<file path="src/rtl/dat_mem_pkg.sv">
// ---------------------------------------------------------------------------
// dat_mem_pkg
// Shared definitions for the data-memory reader and its companion memory.
//   ADDR_W / DATA_W : memory address and data widths
//   MAX_LEN         : largest transfer in bytes (one full sweep of the memory)
//   LEN_W           : width of the byte-count input (holds 0..MAX_LEN)
//   state_e         : reader FSM states
//   clamp_len()     : saturates a requested length at MAX_LEN
// ---------------------------------------------------------------------------
package dat_mem_pkg;

  localparam int ADDR_W  = 8;
  localparam int DATA_W  = 8;
  localparam int MAX_LEN = 256;
  localparam int LEN_W   = 9;

  typedef enum logic [1:0] {
    ST_IDLE  = 2'd0,
    ST_FETCH = 2'd1,
    ST_SEND  = 2'd2,
    ST_DONE  = 2'd3
  } state_e;

  // Requests longer than the memory are trimmed to one full sweep.
  function automatic logic [LEN_W-1:0] clamp_len(input logic [LEN_W-1:0] len);
    if (len > LEN_W'(MAX_LEN)) begin
      return LEN_W'(MAX_LEN);
    end
    return len;
  endfunction

endpackage

</file>
<file path="src/rtl/dat_mem_reader.sv">
// ---------------------------------------------------------------------------
// dat_mem_reader
// Reads a run of bytes from a combinational-read data memory and streams them
// out over a valid/ready interface, accumulating a mod-256 checksum.
//
// Ports
//   clk, reset   : rising-edge clock, synchronous active-high reset
//   go           : single-cycle transfer request, only honoured in IDLE
//   base_addr    : first byte address, captured with an accepted go
//   len          : byte count 0..256 (larger values act as 256)
//   mem_addr     : memory read address, a register (the read pointer)
//   mem_data     : memory read data for mem_addr, same cycle
//   out_data     : streamed byte
//   out_valid    : out_data holds a byte
//   out_ready    : sink can take the byte
//   busy         : high while fetching / sending
//   done         : one-cycle pulse when a transfer finishes
//   checksum     : mod-256 sum of bytes handshaken in the current/last transfer
//   state_dbg    : current FSM state, for observation only
//
// Handshake: a byte moves when out_valid & out_ready are both high at a rising
// edge. Once out_valid rises it stays high with out_data unchanged until that
// byte is taken; the source never retracts or alters an offered byte.
// ---------------------------------------------------------------------------
module dat_mem_reader
  import dat_mem_pkg::*;
(
  input  logic              clk,
  input  logic              reset,
  input  logic              go,
  input  logic [ADDR_W-1:0] base_addr,
  input  logic [LEN_W-1:0]  len,
  output logic [ADDR_W-1:0] mem_addr,
  input  logic [DATA_W-1:0] mem_data,
  output logic [DATA_W-1:0] out_data,
  output logic              out_valid,
  input  logic              out_ready,
  output logic              busy,
  output logic              done,
  output logic [DATA_W-1:0] checksum,
  output state_e            state_dbg
);

  state_e            state_q,     state_d;
  logic [ADDR_W-1:0] ptr_q,       ptr_d;
  logic [LEN_W-1:0]  remaining_q, remaining_d;
  logic [DATA_W-1:0] out_data_q,  out_data_d;
  logic              out_valid_q, out_valid_d;
  logic              busy_q,      busy_d;
  logic              done_q,      done_d;
  logic [DATA_W-1:0] checksum_q,  checksum_d;

  logic handshake;

  assign handshake = out_valid_q & out_ready;

  always_comb begin
    state_d     = state_q;
    ptr_d       = ptr_q;
    remaining_d = remaining_q;
    out_data_d  = out_data_q;
    out_valid_d = out_valid_q;
    busy_d      = busy_q;
    done_d      = 1'b0;
    checksum_d  = checksum_q;

    case (state_q)
      ST_IDLE: begin
        if (go) begin
          checksum_d = '0;
          if (len != '0) begin
            ptr_d       = base_addr;
            remaining_d = clamp_len(len);
            busy_d      = 1'b1;
            state_d     = ST_FETCH;
          end else begin
            // Empty transfer: straight to the done pulse, nothing emitted.
            done_d  = 1'b1;
            state_d = ST_DONE;
          end
        end
      end

      ST_FETCH: begin
        // mem_addr already shows ptr; capture the first byte.
        out_data_d  = mem_data;
        out_valid_d = 1'b1;
        ptr_d       = ptr_q + 1'b1;
        state_d     = ST_SEND;
      end

      ST_SEND: begin
        if (handshake) begin
          checksum_d  = checksum_q + out_data_q;
          remaining_d = remaining_q - 1'b1;
          if (remaining_q > LEN_W'(1)) begin
            // ptr already points at the next byte, so mem_data is ready to
            // replace the one just taken: one byte per cycle, no bubble.
            out_data_d = mem_data;
            ptr_d      = ptr_q + 1'b1;
          end else begin
            out_valid_d = 1'b0;
            busy_d      = 1'b0;
            done_d      = 1'b1;
            state_d     = ST_DONE;
          end
        end
      end

      ST_DONE: begin
        // Any go here is dropped; only IDLE accepts requests.
        state_d = ST_IDLE;
      end

      default: begin
        state_d = ST_IDLE;
      end
    endcase
  end

  always_ff @(posedge clk) begin
    if (reset) begin
      state_q     <= ST_IDLE;
      ptr_q       <= '0;
      remaining_q <= '0;
      out_data_q  <= '0;
      out_valid_q <= 1'b0;
      busy_q      <= 1'b0;
      done_q      <= 1'b0;
      checksum_q  <= '0;
    end else begin
      state_q     <= state_d;
      ptr_q       <= ptr_d;
      remaining_q <= remaining_d;
      out_data_q  <= out_data_d;
      out_valid_q <= out_valid_d;
      busy_q      <= busy_d;
      done_q      <= done_d;
      checksum_q  <= checksum_d;
    end
  end

  assign mem_addr  = ptr_q;
  assign out_data  = out_data_q;
  assign out_valid = out_valid_q;
  assign busy      = busy_q;
  assign done      = done_q;
  assign checksum  = checksum_q;
  assign state_dbg = state_q;

endmodule

</file>
<file path="config.mk">
export PLATFORM = sky130hd
export DESIGN_NAME = dat_mem_reader
export DESIGN_NICKNAME = d
export VERILOG_FILES = /design/src/rtl/dat_mem_pkg.sv /design/src/rtl/dat_mem_reader.sv
export SDC_FILE = /design/constraint.sdc
export NUM_CORES = 1
export LEC_CHECK = 0
export CAP_MARGIN = 5
export CELL_PAD_IN_SITES_DETAIL_PLACEMENT = 0
export CELL_PAD_IN_SITES_GLOBAL_PLACEMENT = 1
export CORE_UTILIZATION = 35
export DETAILED_ROUTE_END_ITERATION = 10
export PLACE_DENSITY_LB_ADDON = 0.1
export SKIP_LAST_GASP = 1
export SLEW_MARGIN = 0
export SYNTH_ARGS = -nofsm -noshare
export SYNTH_HDL_FRONTEND = slang
export SYNTH_SLANG_ARGS = --single-unit
export TNS_END_PERCENT = 20
</file>
<file path="constraint.sdc">
create_clock -name clk -period 4.9 [get_ports clk]
set_input_delay 0.98 -clock clk [delete_from_list [all_inputs] [get_ports clk]]
set_output_delay 0.98 -clock clk [all_outputs]
set_load 0.005 [all_outputs]
</file>
==> implementation parameters <==
Parameter                              Value

Placed design
  Number of buffers inserted by port buffering ... 57
  RD Place Congestion ... 0.7620
  Worst setup slack before clock tree synthesis ... 1.720 ns
  DP HPWL ... 3925 µm

Power and ir drop
  Proportion of total power due to net switching ... 41.88%
  Switching power of the nets ... 0.7279 mW
  Leakage power ... 1.175 nW
  Portion of total power attributed to the clock network ... 15.4%
  Cell internal pwr ... 1.010 mW
  Power share of the combinational group ... 55.3%
  Maximum resistive drop on vdd ... 0.2974 mV
  Cell Pwr Density ... 587.3 nW/µm²
  Sequential power share ... 29.3%

Timing
  Number of hold violations in the final report ... 0
  Peak Freq ... 346.0 MHz
  Hold slack final ... 0.4889 ns
  Worst Max-Slew Pin Slew ... 1.033 ns
  Final-report setup violation count ... 0
  RSZ-0062 raised after global routing ... no
  Period Utilization, post-route ... 58.98%
  Post-Route Setup TNS ... 0 ns
  Setup clock skew after layout ... 0.01239 ns
  Min Tclk post-route ... 2.890 ns
  Final Max Tran Viols ... 0
  Relative slew margins ... 31.01%
  Worst Setup Slack, final ... 2.010 ns

Routing
  Overall routed net length ... 5485 µm
  Antenna violation net count after detailed routing ... 0
  Drt first pass iters ... 4
  Detailed-route vias per instance ... 5.253
  DR DRC count ... 0
  Via Count ... 2080
  Wirelength per Cell ... 13.85 µm
  Starting DRC count in detailed routing ... 76

Finish
  Commonest cells after routing, fill and taps aside ... clkdlybuf4s50_1 (57), dfxtp_1 (38), nor2_1 (35), nand2_1 (31)
  Post-layout nets ... 364
  Antenna cells ... 0
  Final core utilization ... 49.11%
  Fraction of layout instances using a drive strength above 1 ... 7.165%
  Area added between synthesis and finish ... 32.42%
  Most frequent standard cell in the layout excluding fill and tap cells ... clkdlybuf4s50_1
  Area occupied by multi-input gates ... 1373 µm²
  Number of fillers in the final layout ... 610
  Area of all sequential standard cells ... 760.7 µm²

Worst setup path
  Largest fanout of any net on the critical path ... 18
  Crit Path Category ... in -> reg
  Cell type group with the largest total delay on the critical path ... compound AO/OA/AOI/OAI gates
  Kind of start point of the critical path ... input port
  Worst setup EP type ... register
  Data arrival, critical path ... 3.07 ns
  Slowest cell delay on critical path ... 0.62 ns
  Worst EP required ... 5.08 ns
  Slowest CP cell ... a21oi_2
  Buf/Inv on CP ... 1
  Cell-by-cell trace of the critical path ... clkdlybuf4s50_1 -> nand3_1 -> a22o_1 -> a21oi_2 -> o21ai_0 -> a22oi_1 -> nor2_1

Synth
  Distinct cell type count of the synthesized netlist ... 52
  Most used flip-flop cell after synthesis ... dfxtp_1
  Count of flip-flops with a built-in enable after synthesis ... 0
  Netlist Area Pre-Place ... 2235 µm²
  Cells after synthesis ... 267
  Count of state elements after synthesis ... 38
  Synthesis warning total ... 0
  Post-synth net total ... 311
  Share of synthesized registers carrying an async set or reset ... 0%
  Per-instance average area after synthesis ... 8.369 µm²
  Fraction of the yosys area taken by sequential cells ... 34.04%

Clock network
  Gates resized, CTS repair ... 0
  Source-to-sink clock delay at the later pin of the worst-skew pair ... 0.29 ns
  Reg clk slew, reported paths ... 0.09 ns
  Post CTS Setup Buffer Count ... 0
  Number of buffers created by CTS ... 5
  Number of buffers added to fix hold violations after cts ... 0
  Maximum buffer depth of the clock tree ... 2
  Root cell of the clock tree ... clkbuf_8
  Clock net sink count ... 38
  Level count of the clock H-tree ... 2
  Clock tree from TritonCTS ... done

Hold path
  Worst hold-check path type ... reg -> reg

Floorplan
  Die H ... 81.91 µm
  Core area ... 6026 µm²
  Starting density of the core ... 37.08%
  Num rows ... 28
  I/O pin count ... 58
  Die boundary width ... 81.91 µm
  Die area ... 6708 µm²

GRT
  Largest net degree at the start of global routing ... 37
  Number of global-route vias before repair ... 1886
  Gr usage total ... 17.52%
  Number of antenna violations at the first check in global routing ... 0
  First-pass GRT wire length ... 8997 µm
  GR Overflow Total ... 0

Flow run
  Maximum Capacitance Violations ... 0

Status
  Run status ... completed
final timing paths:
kind,startpoint,depth (start not counted),slack (ns),to
max,out_ready,7,2.01,remaining_q[2]$_SDFFE_PP0P_
min,mem_addr[7]$_SDFFE_PP0P_,2,0.49,mem_addr[7]$_SDFFE_PP0P_
max reg2reg,state_dbg[0]$_SDFFE_PP0P_,8,2.19,remaining_q[2]$_SDFFE_PP0P_
min reg2reg,mem_addr[7]$_SDFFE_PP0P_,2,0.49,mem_addr[7]$_SDFFE_PP0P_
stage by stage:
step	cells	power, mW	instance area [µm²]
finish	396	1.738	2959
global route	396	1.902	2959
global placement	388	1.477	2850
CTS	396	1.757	2959
detailed placement	388	1.478	2850
floorplan	267	1.188	2235
Yosys cell counts (5+ instances only):
cell,n,area [µm²]
mux2i_1,14,140.1
nand3_1,6,30.03
nor2_1,35,131.4
clkbuf_1,8,30.03
o21ai_0,14,70.07
inv_1,12,45.04
a31oi_1,5,31.28
a21oi_1,12,60.06
a22oi_1,12,90.09
ha_1,14,175.2
dfxtp_1,38,760.7
nand2_1,31,116.4
a211oi_1,5,37.54
per-layer routing:
| metal | track usage, % | up-vias | share of wire (%) |
|---|---|---|---|
| met2 | 26.69 | 42 | 45 |
| met1 | 24.58 | 963 | 50 |
| met3 | 4.222 | 2 | 4.4 |
| met4 | 4.211 | 0 | 0.58 |
| li1 | - | 1073 | - |
| met5 | 0 | - | 0 |
power by group through the flow:
| stage | clock network, mW | logic [mW] | registers [mW] |
|---|---|---|---|
| floorplan | 0 | 0.686 | 0.503 |
| finish | 0.268 | 0.960 | 0.509 |
| detailed placement | 0 | 0.963 | 0.515 |
| global placement | 0 | 0.959 | 0.518 |
| CTS | 0.278 | 0.969 | 0.510 |
| global route | 0.292 | 1.08 | 0.528 |
area by class of cell:
| type | instances | area share (%) |
|---|---|---|
| multi-input cells | 205 | 46.38 |
| flip-flops and latches | 38 | 25.71 |
| repair buffers | 58 | 19.53 |
| well taps | 75 | 3.171 |
| clock buffers | 5 | 2.326 |
| inverters | 12 | 1.522 |
| clock inverters | 3 | 1.353 |
sequential cells by signal, indices dropped and copies added, names as in the netlist:
signal	cells
out_valid	1
mem_addr	8
checksum	8
done	1
busy	1
remaining_q	9
out_data	8
state_dbg	2
tightest hold or removal path: stages (launching register included):
cell and delay (ns):
dfxtp_1 0.32, nand2_1 0.06, o32ai_1 0.06
logic make-up (layout without fill, tap and decap cells):
family,count (synthesis),after routing,synth area share [%]
AO/OA/AOI/OAI,72,72,22.51
flip-flops,38,38,34.04
XOR/XNOR,6,6,2.352
AND/OR/NAND/NOR,98,98,21.56
adder cells (fa/ha/maj),15,15,8.735
multiplexers,14,14,6.271
buffers and inverters,24,78,4.535
Power figures use the tool's default switching activity.
